$ cat src/rtl/stack_lsu_master.sv
// Stack-aware load/store master: one request in flight, IDLE -> ACCESS -> RESP,
// with PUSH/POP managing a downward-growing stack pointer and bounds checks.
module stack_lsu_master #(
  parameter logic [7:0] SP_RESET    = 8'hFF,
  parameter logic [7:0] STACK_LIMIT = 8'h80
) (
  input  logic       clk,
  input  logic       rst,
  input  logic       req_valid,
  output logic       req_ready,
  input  logic [1:0] req_op,
  input  logic [7:0] req_addr,
  input  logic [7:0] req_wdata,
  output logic       rsp_valid,
  input  logic       rsp_ready,
  output logic [7:0] rsp_rdata,
  output logic       rsp_err,
  output logic [7:0] SP,
  output logic [7:0] Data_Address,
  output logic [7:0] Data_In,
  output logic       MemWrite,
  output logic       MemRead,
  input  logic [7:0] Data_Out
);

  localparam int unsigned DW = 8;
  localparam int unsigned OW = 2;

  localparam logic [OW-1:0] OP_LOAD  = 2'b00;
  localparam logic [OW-1:0] OP_STORE = 2'b01;
  localparam logic [OW-1:0] OP_PUSH  = 2'b10;
  localparam logic [OW-1:0] OP_POP   = 2'b11;

  typedef enum logic [1:0] {
    S_IDLE   = 2'd0,
    S_ACCESS = 2'd1,
    S_RESP   = 2'd2
  } state_t;

  state_t        r_state;
  state_t        w_next;
  logic [OW-1:0] r_op;
  logic [DW-1:0] r_addr;
  logic [DW-1:0] r_wdata;
  logic [DW-1:0] r_sp;
  logic [DW-1:0] r_rdata;
  logic          r_err;
  logic          w_err;

  // Stack bounds are judged against the pointer as it stands at accept time
  assign w_err = ((req_op == OP_PUSH) && (r_sp < STACK_LIMIT)) ||
                 ((req_op == OP_POP)  && (r_sp == SP_RESET));

  assign SP        = r_sp;
  assign rsp_rdata = r_rdata;
  assign rsp_err   = r_err;

  always_ff @(posedge clk) begin
    if (rst) begin
      r_state <= S_IDLE;
      r_op    <= OP_LOAD;
      r_addr  <= '0;
      r_wdata <= '0;
      r_sp    <= SP_RESET;
      r_rdata <= '0;
      r_err   <= 1'b0;
    end else begin
      r_state <= w_next;
      case (r_state)
        S_IDLE: begin
          if (req_valid) begin
            r_op    <= req_op;
            r_addr  <= req_addr;
            r_wdata <= req_wdata;
            r_err   <= w_err;
            r_rdata <= '0;
          end
        end
        S_ACCESS: begin
          case (r_op)
            OP_LOAD:  r_rdata <= Data_Out;
            OP_PUSH:  r_sp    <= DW'(r_sp - 8'd1);
            OP_POP: begin
              r_rdata <= Data_Out;
              r_sp    <= DW'(r_sp + 8'd1);
            end
            default: ;
          endcase
        end
        S_RESP: begin
          if (rsp_ready) begin
            r_rdata <= '0;
            r_err   <= 1'b0;
          end
        end
        default: ;
      endcase
    end
  end

  // Next state and memory-port decode; strobes are forced low while rst is high
  always_comb begin
    w_next       = r_state;
    req_ready    = 1'b0;
    rsp_valid    = 1'b0;
    Data_Address = '0;
    Data_In      = '0;
    MemWrite     = 1'b0;
    MemRead      = 1'b0;
    case (r_state)
      S_IDLE: begin
        req_ready = 1'b1;
        if (req_valid) begin
          w_next = w_err ? S_RESP : S_ACCESS;
        end
      end
      S_ACCESS: begin
        w_next = S_RESP;
        if (!rst) begin
          case (r_op)
            OP_LOAD: begin
              Data_Address = r_addr;
              MemRead      = 1'b1;
            end
            OP_STORE: begin
              Data_Address = r_addr;
              Data_In      = r_wdata;
              MemWrite     = 1'b1;
            end
            OP_PUSH: begin
              Data_Address = r_sp;
              Data_In      = r_wdata;
              MemWrite     = 1'b1;
            end
            default: begin
              Data_Address = DW'(r_sp + 8'd1);
              MemRead      = 1'b1;
            end
          endcase
        end
      end
      S_RESP: begin
        rsp_valid = 1'b1;
        if (rsp_ready) begin
          w_next = S_IDLE;
        end
      end
      default: w_next = S_IDLE;
    endcase
  end

endmodule

$ cat config.mk
export PLATFORM = sky130hd
export DESIGN_NAME = stack_lsu_master
export DESIGN_NICKNAME = d
export VERILOG_FILES = /design/src/rtl/stack_lsu_master.sv
export SDC_FILE = /design/constraint.sdc
export NUM_CORES = 1
export LEC_CHECK = 0
export ABC_AREA = 0
export CELL_PAD_IN_SITES_DETAIL_PLACEMENT = 0
export CELL_PAD_IN_SITES_GLOBAL_PLACEMENT = 1
export CORE_ASPECT_RATIO = 1.75
export CORE_MARGIN = 3
export CORE_UTILIZATION = 32
export DETAILED_ROUTE_END_ITERATION = 6
export PLACE_DENSITY_LB_ADDON = 0.1
export SYNTH_ARGS = -nofsm -noshare
export SYNTH_HDL_FRONTEND = slang
export SYNTH_SLANG_ARGS = --single-unit
$ cat constraint.sdc
create_clock -name clk -period 2.4 [get_ports clk]
set_input_delay 0.48 -clock clk [delete_from_list [all_inputs] [get_ports clk]]
set_output_delay 0.48 -clock clk [all_outputs]
set_load 0.02 [all_outputs]
==> results of run 1 <==
-- state kept, by name, indices dropped and copies added, names as in the netlist --
name	flops
rsp_err	1
r_addr	8
r_state	2
SP	8
r_op	2
r_wdata	8
rsp_rdata	8
-- power groups by stage --
stage / Clock, mW / Combinational, mW / Sequential, mW
2_1_floorplan: 0 / 0.183 / 0.692
3_3_place_gp: 0 / 0.365 / 0.687
3_5_place_dp: 0 / 0.365 / 0.688
4_1_cts: 0.452 / 0.368 / 0.674
5_1_grt: 0.480 / 0.404 / 0.680
6_report: 0.435 / 0.369 / 0.675
-- worst min-delay path by stage --
stage,from,endpoint,slack (ns),cells after the start
2_1_floorplan,r_wdata[0],r_wdata[0],0.43,2
5_1_grt,r_wdata[5],r_wdata[5],0.48,2
3_5_place_dp,r_wdata[5],r_wdata[5],0.44,2
6_report,r_wdata[5],r_wdata[5],0.45,2
4_1_cts,r_wdata[5],r_wdata[5],0.45,2
3_3_place_gp,r_wdata[0],r_wdata[0],0.44,2
-- through the flow --
step                cells  hold WS (ns)  setup TNS (ns)  util (%)  power [mW]
floorplan             271         0.432               0         -       0.875
global placement      435         0.439           -5.06      48.7        1.05
detailed placement    435         0.442           -4.49      48.7        1.05
CTS                   442         0.452               0      49.6        1.49
global route          442         0.475         -0.0245      49.4        1.56
finish                442         0.450               0      49.4        1.48
-- cells in the final DEF, fill, tap and decap left out, types with 2 or more instances in the layout --
cell	n
and3_1	8
a221oi_2	2
o21a_1	2
inv_1	4
nor4bb_1	8
and2_1	2
buf_2	6
a31oi_1	4
a21oi_1	35
clkbuf_8	6
a221oi_1	2
nand4_1	4
or2_2	2
o22ai_1	2
or4_1	2
mux2i_1	2
clkbuf_2	9
a21oi_2	2
o21ai_0	8
dfxtp_1	36
nand2_1	43
clkdlybuf4s50_1	48
nor2_1	23
a211oi_1	6
ha_1	6
nand3_1	3
xnor2_1	3
nor3_1	7
nand2b_1	6
nor2b_1	4
buf_4	42
-- critical path, stage by stage (launching register included) --
cell and delay (ns):
dfxtp_4 0.37, inv_1 0.05, ha_1 0.19, or2_4 0.23, and2_4 0.17, buf_4 0.14
a21oi_1 0.15, a21oi_1 0.09, buf_2 0.17
-- timing repair --
action                     in CTS  in global routing
setup endpoints to repair      18                 17
resized for setup              55                 20
pin swaps                       1                  3
gates cloned                    0                  0
-- cell families (layout without fill, tap and decap cells) --
kind of cell             count (synthesis)  after routing  synth area share, %
AND/OR/NAND/NOR                        121            121                 30.5
AO/OA/AOI/OAI                           73             73                 21.6
flip-flops                              37             37                 36.0
buffers and inverters                   28            119                 5.53
adder cells (fa/ha/maj)                  6              6                 3.65
XOR/XNOR                                 4              4                 1.70
multiplexers                             2              2                0.973
-- routing by layer --
| layer | track usage [%] | routed length, um | vias up |
|---|---|---|---|
| met3 | 4.80 | 374 | 24 |
| li1 | - | - | 1141 |
| met5 | 0 | 0 | - |
| met2 | 33.0 | 3540 | 80 |
| met1 | 20.3 | 2420 | 1042 |
| met4 | 10.0 | 309 | 0 |
-- area by class of cell --
cell class                      instances  area, um^2  area share (%)
Tap cell                               80         100            3.26
Inverter                                5        18.8           0.611
Timing Repair Buffer                  107         891            29.0
Clock buffer                            7        86.3            2.81
Multi-Input combinational cell        206        1230            40.1
Sequential cell                        37         744            24.2
==> reports/results.tsv, run 1 <==
stage	metric	value	unit
run_status	status	complete, no violations	
critical_path	worst-path maximum fanout	4	
floorplan	Core ar.	0.00623	mm^2
power	combinational share of power	24.9	%
synth	Synth area leader	dfxtp_1	
cells_and_area	P&R area growth vs syn	49.4	%
detailed_routing	drt pass-1 iters	4	
sta	fmax	432	MHz
synth	top cells by count, synth	nand2_1 (43), a21oi_1 (37), dfxtp_1 (37)	
power	sequential power share	45.7	%
synth	sequential share of the synthesized area	36.0	%
critical_path	crit path capture type	output port	
placement	DP Area	0.00303	mm^2
detailed_routing	vias	2287	
synth	syn_nets	307	
clock_tree	clock latency on the worst-skew pair	0.28	ns
critical_path	r2r setup slk	0.27	ns
synth	Yosys cell types	47	
sta	fin. max-slew vios	0	
detailed_routing	detailed-route DRC error count	0	
sta	final worst slack	0.0862	ns
clock_tree	CTS Root Cell	clkbuf_8	
power	Peak VDD IR	0.388	mV
sta	Rel. slew slack	69.9	%
cells_and_area	final layout net count	398	
synth	Mapped Area	0.00206	mm^2
critical_path	crit path from	r_op[0]	
sta	setup skew after layout	0.00616	ns
grt	initial antenna violation count	0	
critical_path	Critical Path Source Type	flop	
floorplan	Die Ht	112	um
clock_tree	CTS Sinks	37	
detailed_routing	routed wire length per instance	15.0	um
detailed_routing	Routed Antenna Nets	0	
cells_and_area	n_diodes	0	
synth	FF+latch count, synth	37	
floorplan	Initial Util	33.0	%
sta	Slew @ Worst Pin	0.451	ns
detailed_routing	initial DRC count	111	
synth	Mapped Cells	271	
synth	syn avg cell area	7.59	um^2
critical_path	origin of the critical flop-to-flop path	r_op[1]	
power	Sw Share	28.4	%
hold_path	Hold/Removal Path Class	flop to flop	
sta	final setup fails	0	
power	power per cell area	481	mW/mm^2
clock_tree	CTS tree	yes	
critical_path	CP arrival	1.83	ns
synth	ys flop type	dfxtp_1	
clock_tree	CTS clock-pin slew for the worst setup and hold paths	0.07	ns
synth	top cell type's share of synthesized area	36.0	%
detailed_routing	via/cell ratio	5.17	
cells_and_area	layout cells sized above 1	21.3	%
floorplan	IO Pins	67	
placement	DPL Wire Length	5120	um
clock_tree	setup bufs post-CTS	0	
cells_and_area	design area	0.00307	mm^2
floorplan	die area	0.00747	mm^2
grt	Overflow after GRT	0	
clock_tree	CTS Buf Count	5	
grt	GRT Total Usage	19.0	%
synth	synth warn	0	
critical_path	CP endpoint	Data_Address[6]	
sta	Final Cycle Share	96.4	%
clock_tree	clk buf depth	2	
sta	crit path time final	2.31	ns
placement	input/output buffers	66	
critical_path	R2R cell count	8	
critical_path	Required @ worst endpoint	1.92	ns
grt	vias in the first global route	2327	
power	clock share of power	29.4	%
detailed_routing	Post-Route WL	6640	um
floorplan	# rows	38	
sta	Final Hold Viols	0	
cells_and_area	Fillers	665	
power	NetSw	0.420	mW
grt	first-pass GRT wire length	11100	um
critical_path	RR Endpoint	SP[5]	
power	Pleak	1.26	nW
synth	top cells by area, synth	dfxtp_1 (36%), a21oi_1 (9.0%), nand2_1 (7.8%), nor2_1 (4.2%), nor4bb_1 (3.9%)	
clock_tree	CTS Hold Bufs	0	
flow_run	# Max-Cap Violations	0	
floorplan	Die X	66.6	um
synth	top-count cell post-synth	nand2_1	
critical_path	Crit Path Class	flop to output port	
grt	largest net degree at the start of global routing	42	
synth	Post-synth ARST share	0	%
clock_tree	H-tree Lvls	2	
synth	EDFF count, synth	0	
placement	GPL Wtd Cong	0.870	
power	internal power	1.06	mW
placement	post-place setup slack	-0.290	ns
Power figures use the tool's default switching activity.
==> inputs of run 2 (changes only) <==
--- a/config.mk
+++ b/config.mk
@@ -9,7 +9,7 @@
 export CELL_PAD_IN_SITES_DETAIL_PLACEMENT = 0
 export CELL_PAD_IN_SITES_GLOBAL_PLACEMENT = 1
 export CORE_ASPECT_RATIO = 1.75
-export CORE_MARGIN = 3
+export CORE_MARGIN = 2
 export CORE_UTILIZATION = 32
 export DETAILED_ROUTE_END_ITERATION = 6
 export PLACE_DENSITY_LB_ADDON = 0.1
==> reports/results.tsv, run 2 (same netlist as run 1, synthesis figures left out) <==
stage	metric	value	unit
critical_path	CP Cell Sequence	clkdlybuf4s50_1 > nor2_2 > buf_4 > and3_1 > dlygate4sd2_1	
sta	crit path time final	2.34	ns
floorplan	Core ar.	0.00623	mm^2
grt	GR Layer Usage met3	3.76	%
sta	final worst slack	0.0619	ns
sta	Final Hold Viols	0	
critical_path	Required @ worst endpoint	1.92	ns
cells_and_area	most frequent cells in the layout	clkdlybuf4s50_1 (48), nand2_1 (42), buf_4 (42)	
grt	Overflow after GRT	0	
power	power per cell area	474	mW/mm^2
sta	fin. max-slew vios	0	
critical_path	Crit Path Class	primary input to output port	
cells_and_area	P&R area growth vs syn	53.2	%
critical_path	CP bufs+invs	3	
critical_path	CP top delay family	buffers and inverters	
detailed_routing	Routed Antenna Nets	0	
clock_tree	CTS clock-pin slew for the worst setup and hold paths	0.07	ns
grt	grt met2 use	39.1	%
floorplan	Die Ht	110	um
sta	Final Cycle Share	97.4	%
critical_path	CP arrival	1.86	ns
cells_and_area	layout cells sized above 1	21.1	%
grt	largest net degree at the start of global routing	42	
power	Pleak	1.29	nW
floorplan	Initial Util	33.0	%
sta	fmax	428	MHz
detailed_routing	Post-Route WL	6670	um
floorplan	Die X	64.6	um
grt	GRT Total Usage	19.3	%
sta	worst hold slack	0.451	ns
clock_tree	clock latency on the worst-skew pair	0.28	ns
placement	input/output buffers	66	
floorplan	die area	0.00711	mm^2
floorplan	IO Pins	67	
clock_tree	CTS Hold Bufs	0	
critical_path	max incr delay on CP	0.47	ns
clock_tree	H-tree Lvls	2	
flow_run	# Max-Cap Violations	0	
grt	met1 usage	19.0	%
power	Peak VDD IR	0.325	mV
clock_tree	CTS tree	yes	
placement	GPL Wtd Cong	0.844	
hold_path	Hold/Removal Path Class	flop to flop	
detailed_routing	via/cell ratio	5.12	
detailed_routing	detailed-route DRC error count	0	
sta	final setup fails	0	
sta	Rel. slew slack	63.8	%
grt	vias in the first global route	2231	
sta	Slew @ Worst Pin	0.541	ns
critical_path	crit path capture type	output port	
cells_and_area	n_diodes	0	
placement	DPL Wire Length	5010	um
grt	first-pass GRT wire length	10600	um
detailed_routing	vias	2258	
critical_path	worst-path maximum fanout	9	
placement	post-place setup slack	-0.307	ns
grt	gr busiest metal	met2	
clock_tree	CTS Sinks	37	
sta	RSZ-0062 raised after global routing	yes	
sta	total negative slack	0	ns
grt	initial antenna violation count	0	
detailed_routing	initial DRC count	128	
cells_and_area	final layout net count	397	
cells_and_area	most common cell after layout, fill and taps aside	clkdlybuf4s50_1	
critical_path	Crit-path slowest cell	clkdlybuf4s50_1	
clock_tree	CTS Root Cell	clkbuf_8	
run_status	status	complete, no violations	
clock_tree	clk buf depth	2	
sta	setup skew after layout	0.00263	ns
detailed_routing	routed wire length per instance	15.1	um
critical_path	Critical Path Source Type	primary input	
detailed_routing	drt pass-1 iters	4	
cells_and_area	design area	0.00315	mm^2
floorplan	# rows	38	
placement	DP Area	0.00299	mm^2
clock_tree	CTS Buf Count	5	
[run 2: layout make-up]
type / count / area (um^2)
Fill cell: 655 / 3080
Inverter: 5 / 20.0
Sequential cell: 37 / 743
Clock buffer: 7 / 86.3
Tap cell: 80 / 100
Timing Repair Buffer: 106 / 922
Multi-Input combinational cell: 206 / 1280
[run 2: metrics by stage]
| stage | util [%] | cells | total power, mW |
|---|---|---|---|
| final | 50.6 | 441 | 1.50 |
| after global routing | 50.6 | 441 | 1.58 |
| after CTS | 49.7 | 439 | 1.51 |
| after detailed placement | 48.1 | 430 | 1.05 |
| after global placement | 48.1 | 430 | 1.05 |
| after floorplan | - | 271 | 0.875 |
[run 2: path summary, 6_finish.rpt]
kind / startpoint / end / slack [ns] / cells after the start
setup / recovery: rst / Data_In[7] / 0.06 / 5
hold / removal: r_wdata[5] / r_wdata[5] / 0.45 / 2
setup reg to reg: r_op[0] / SP[5] / 0.32 / 7
hold reg to reg: r_wdata[5] / r_wdata[5] / 0.45 / 2
[run 2: metal layers]
metal	up-vias	routed length [um]
li1	1142	-
met3	13	310
met2	68	3800
met5	-	0
met1	1035	2440
met4	0	113
[run 2: worst min-delay path, delay by kind of cell (launching register included)]
family          cells  cell delay (ns)
compound gates      1             0.05
simple gates        1             0.05
flops               1             0.31
[run 2: power breakdown]
part           switching [mW]  internal [mW]  total (mW)
clock                   0.215          0.228       0.443
sequential             0.0259          0.650       0.676
combinational           0.191          0.185       0.377
total                   0.432           1.06        1.50
[run 2: what timing repair did]
item	CTS	global route
buffers inserted	2	2
endpoints found under the hold margin	0	0
resized for setup	51	15
setup endpoints to repair	18	9
pin swaps	0	3
